==> src/rtl/decoder_fec_controller.sv <==
// Hamming(7,4) decode controller: fetches codewords from a receive buffer, corrects
// single-bit errors, and presents the data nibble over a four-phase req/ack handshake.
module decoder_fec_controller #(
    parameter int unsigned ERR_CNT_W = 8
) (
    input  logic                 clk,
    input  logic                 rst,
    input  logic                 en,
    input  logic                 buff_empty,
    input  logic [6:0]           buff_data,
    output logic                 rd_en_buff,
    input  logic                 ack,
    output logic                 req,
    output logic [3:0]           data_out,
    output logic                 corrected,
    output logic [ERR_CNT_W-1:0] err_count,
    output logic                 busy
);

    localparam logic [2:0] IDLE    = 3'd0;
    localparam logic [2:0] READ    = 3'd1;
    localparam logic [2:0] CAPTURE = 3'd2;
    localparam logic [2:0] PRESENT = 3'd3;
    localparam logic [2:0] RELEASE = 3'd4;

    logic [2:0] state;
    logic [2:0] state_nxt;
    logic       armed;
    logic [2:0] syndrome_c;
    logic [6:0] fixed_c;
    logic [3:0] data_c;

    // Syndrome value names the 1-based bit position to invert.
    always_comb begin
        syndrome_c = {buff_data[3] ^ buff_data[4] ^ buff_data[5] ^ buff_data[6],
                      buff_data[1] ^ buff_data[2] ^ buff_data[5] ^ buff_data[6],
                      buff_data[0] ^ buff_data[2] ^ buff_data[4] ^ buff_data[6]};
        fixed_c = buff_data;
        for (int i = 0; i < 7; i++) begin
            if (syndrome_c == 3'(i + 1)) begin
                fixed_c[i] = ~buff_data[i];
            end
        end
        data_c = {fixed_c[6], fixed_c[5], fixed_c[4], fixed_c[2]};
    end

    // armed stays low for the first cycle out of reset so no read follows reset directly.
    always_comb begin
        state_nxt = state;
        case (state)
            IDLE:    if (armed && en && !buff_empty) state_nxt = READ;
            READ:    state_nxt = CAPTURE;
            CAPTURE: state_nxt = PRESENT;
            PRESENT: if (ack) state_nxt = RELEASE;
            RELEASE: if (!ack) state_nxt = IDLE;
            default: state_nxt = IDLE;
        endcase
    end

    always_ff @(posedge clk) begin
        if (rst) begin
            state      <= IDLE;
            armed      <= 1'b0;
            rd_en_buff <= 1'b0;
            req        <= 1'b0;
            busy       <= 1'b0;
            data_out   <= 4'd0;
            corrected  <= 1'b0;
            err_count  <= '0;
        end else begin
            state      <= state_nxt;
            armed      <= 1'b1;
            rd_en_buff <= (state_nxt == READ);
            req        <= (state_nxt == PRESENT);
            busy       <= (state_nxt != IDLE);
            if (state == CAPTURE) begin
                data_out  <= data_c;
                corrected <= (syndrome_c != 3'd0);
                if ((syndrome_c != 3'd0) && (err_count != {ERR_CNT_W{1'b1}})) begin
                    err_count <= err_count + ERR_CNT_W'(1);
                end
            end
        end
    end

endmodule

==> config.mk <==
export PLATFORM = sky130hd
export DESIGN_NAME = decoder_fec_controller
export DESIGN_NICKNAME = d
export VERILOG_FILES = /design/src/rtl/decoder_fec_controller.sv
export SDC_FILE = /design/constraint.sdc
export NUM_CORES = 1
export LEC_CHECK = 0
export BUFFER_PORTS_ARGS = -buffer_cell sky130_fd_sc_hd__buf_2
export CAP_MARGIN = 20
export CORE_MARGIN = 4
export CORE_UTILIZATION = 50
export CTS_CLUSTER_SIZE = 20
export DETAILED_ROUTE_END_ITERATION = 10
export GPL_TIMING_DRIVEN = 0
export MAX_ROUTING_LAYER = met4
export PLACE_DENSITY_LB_ADDON = 0.15
export SYNTH_ARGS = -nofsm -noshare
export SYNTH_HDL_FRONTEND = slang
export SYNTH_SLANG_ARGS = --single-unit
==> constraint.sdc <==
create_clock -name clk -period 3.1 [get_ports clk]
set_clock_uncertainty 0.05 [all_clocks]
set_input_delay 0.155 -clock clk [delete_from_list [all_inputs] [get_ports clk]]
set_output_delay 0.155 -clock clk [all_outputs]
set_load 0.05 [all_outputs]
Yosys cells after proc, flatten, opt, wreduce, memory -nomap -nowiden
Cells that the tools add are included.

operators by class
  $add $sub $neg = 1
  reduce and logical (&&, ||, !) cells = 8
  eq/ne operators = 11
  bitwise logic cells = 13
  muxes and demuxes = 9

operators with widths
  kind                                           number
  case mux 3 bit (5 select lines)                1
  == test 3 x 2 -> 1 bit, second input constant  4
  == test 3 bit, second input constant           4
  two-way mux 3 bit                              3
  bitwise XOR 1 bit                              9
  adder 8 x 1 -> 8 bit, second input constant    1
  inequality test 8 bit, second input constant   1
  == test 3 x 1 -> 1 bit, second input constant  2
  nonzero test 3 bit                             2
  two-way mux 1 bit                              5
  NOT 1 bit                                      4
  logical AND 1 bit                              3
  zero test 3 bit                                1
  AND reduction 2 bit                            1
  zero test 1 bit                                1

word-level totals
  bits of input ports = 12
  output and inout port bits = 16
  word-level logic and storage cells = 50
  bits in registers = 20

Depth between registers and ports, before layout
  word-level depth = 6
  gate-level depth with buffers = 6
  gate-level depth less buffers = 5

Worst setup path after synthesis
OpenSTA, ideal clock, no wires.

  path type = register to register
  start = reg err_count[3]
  end = reg err_count[4]
  path slack = 1279 ps
  data arrival time = 1650 ps
  cell stages (with the launch flop) = 5
  path buffers = 0
  cell sequence = dfxtp_1 and4_1 nand4_1 and4_1 mux2_4

on the way
  word-level cells in the longest chain between the ends = 3

RTL lines
  element                                                       line  text
  start: declaration                                            16    output logic [ERR_CNT_W-1:0] err_count,
  start signal: assignment                                      80    err_count <= err_count + ERR_CNT_W'(1);
  branches (longest 3 deep; another with adder 8 x 1 -> 8 bit)  -

Several ways; the timed one is not identified.
A chain may end at the register's enable or synchronous reset.

Worst setup path after layout
  start = reg state[1]
  end = reg err_count[5]

on the way
  word-level cells in the longest chain between the ends = 2

RTL lines
  element                        line  text
  start: declaration             26    logic [2:0] state;
  start signal: assignment       71    state <= state_nxt;
  == test 3 x 2 -> 1 bit         76    if (state == CAPTURE) begin
  AND reduction 2 bit (no line)  -

Every way passes these cells.

==> impl_metrics.toml <==
[status]
outcome = "finished clean"

[placed_design]
dp_hpwl_mm = 1.91
portBuffers = 24
place.gp.congestion = 0.768

[critical_path]
cp-end-kind = "register"
path_cells = "nor3b_2, and4_1, nand2_1, nor3_1, mux2_1"
critPathTopFamily = "simple AND/OR/NAND/NOR gates"
cp_slowest_cell = "nor3b_2"
required_ns = 3.25
worstPathArrival_ns = 2.16
path_buf_inv = 0
crit_fanout = 10
start_kind = "register"
slowest_delay_ns = 0.53
crit_type = "register to register"

[final_layout]
fillers = 214
area_growth_pct = 15.5
fin_nets = 172
drive_above_1_share = 0.248
final_util = 0.605
diodes = 0
seqCellArea_sq_um = 400
multi_input_area_sq_um = 723
mostFrequentLayoutCells = "buf_2 (26), dfxtp_1 (20), a21oi_1 (12)"
layout_commonest_cell = "buf_2"

[power]
power_leakage_nw = 0.527
pwr-share-clk = 0.206
seq_power_share = 0.489
p_sw_mw = 0.199
ir_drop_mv = 0.218
switching_share = 0.349
finalPower_mw = 0.572
internal_power_mw = 0.373
p_comb_frac = 0.305
power_density_nw_per_um2 = 431

[clock_tree]
clock_sinks = 20
clock-root-buffer = "clkbuf_4"
cts_tree = "yes"
postCtsSetupBuffers = 0
path_clk_slew_ns = 0.11
cts_htree_levels = 1
postCtsHoldBufs = 0
insertion_delay_ns = 0.29
clockBufferDepth = 2
ctsResizeCount = 0
cts_made_buffers = 3

[sta]
rsz0062_at_grt = "false"
setup-tns-final_ns = 0
period_minus_slack_ns = 2.02
hold_viol = 0
setup-violations-final = 0
worst_pin_slew_ns = 0.559
maxSlewHeadroom = 0.626
post-route-period-util = 0.650
final-max-slew-violation-count = 0
max_freq_ghz = 0.496
worst_hold_slack_ns = 0.0835

[logic_synthesis]
ys_top_cells_by_area = "dfxtp_1 (35%), a21oi_1 (5.2%), xnor2_1 (4.6%)"
synth_top_cell_by_area = "dfxtp_1"
ys_warn_count = 0
ys_seq_area_frac = 0.349
synth_top_cell_area_share = 0.349
mappedNetlistArea_sq_um = 1150
syn_nets = 143
syn_area_per_cell_sq_um = 8.84
synth.distinct_cells = 39
synth-async-reset-ratio = 0
ys_ff_latch = 20
synth_edf_count = 0
synthCells = 130
synth_ff_type = "dfxtp_1"

[die]
die_area_sq_um = 3130
design.core.area_sq_um = 2190
start_util = 0.524
die_w_microns = 55.9
die_y_microns = 55.9
io_pins = 28
rows = 17

[drt]
drc_errors = 0
drt_wl_total_mm = 2.43
route.vias.total = 1044
dr.pass1.iters = 4
viasPerCell = 5.64
ant_nets = 0
drt_iter0_drc = 12
wl_per_cell_microns = 13.1

[grt]
grt_max_degree = 11
grt_first_pass_wirelength_mm = 4.23
grt_pass1_vias = 997
grt_usage = 0.168
antenna_found_initial = 0
grt_overflow = 0

[flow_run]
maxCapViolCount = 0

[worst_hold_path]
min_path_type = "input pin to register"
-- per-layer routing --
layer | up-vias | part of all wire | global-route usage
li1 | 529 | - | -
met1 | 484 | 0.43 | 0.191
met2 | 26 | 0.50 | 0.296
met3 | 5 | 0.043 | 0.0209
met4 | 0 | 0.020 | 0.0746
met5 | - | 0 | -
-- stage by stage --
step,cells,area [sq um],worst slack [ns]
global placement,182,1300,1.11
CTS,185,1330,1.07
global route,185,1330,0.910
detailed placement,182,1300,1.08
floorplan,130,1150,1.28
finish,185,1330,1.08
-- power groups by stage --
stage               sequential (mW)  clock (mW)  combinational, mW
detailed placement            0.286           0              0.173
global placement              0.285           0              0.167
CTS                           0.280       0.121              0.174
floorplan                     0.324           0             0.0929
global route                  0.282       0.132              0.188
finish                        0.280       0.118              0.174
-- flip-flops by register name (all words and copies together) (netlist names) --
| name | count |
|---|---|
| rd_en_buff | 1 |
| corrected | 1 |
| state | 3 |
| err_count | 8 |
| data_out | 4 |
| req | 1 |
| armed | 1 |
| busy | 1 |
-- layout make-up --
type / count / area share
Clock buffer: 3 / 0.0170
Tap cell: 28 / 0.0264
Inverter: 1 / 0.00283
Buffer: 5 / 0.0160
Multi-Input combinational cell: 104 / 0.545
Sequential cell: 20 / 0.302
Timing Repair Buffer: 24 / 0.0906
-- worst register-to-register path: cells and delay by family (launching register included) --
kind / cells / cell delay (ns)
multiplexers: 1 / 0.33
AND/OR/NAND/NOR: 4 / 1.08
flip-flops: 1 / 0.46
-- cells by family after synthesis --
kind of cell | after synthesis | share of synthesized area
AND/OR/NAND/NOR | 50 | 0.247
AO/OA/AOI/OAI | 36 | 0.205
flip-flops | 20 | 0.349
XOR/XNOR | 11 | 0.103
buffers and inverters | 6 | 0.0218
multiplexers | 6 | 0.0632
adder cells (fa/ha/maj) | 1 | 0.0109
-- path summary, 6_finish.rpt --
kind | start | endpoint | slack [ns] | depth (start not counted)
max reg2reg | state[1] | err_count[5] | 1.08 | 5
min | ack | req | 0.08 | 2
min reg2reg | data_out[0] | data_out[0] | 0.43 | 2
max | state[1] | err_count[5] | 1.08 | 5
-- cells in the mapped netlist (all sizes together) (4+ instances only) --
master  number
a211oi       6
a21oi       12
dfxtp       20
mux2         4
nand2        9
nand3        8
nor2         9
nor2b        4
nor3         4
o21ai        8
xnor2        6
xor2         5
Power figures use the tool's default switching activity.
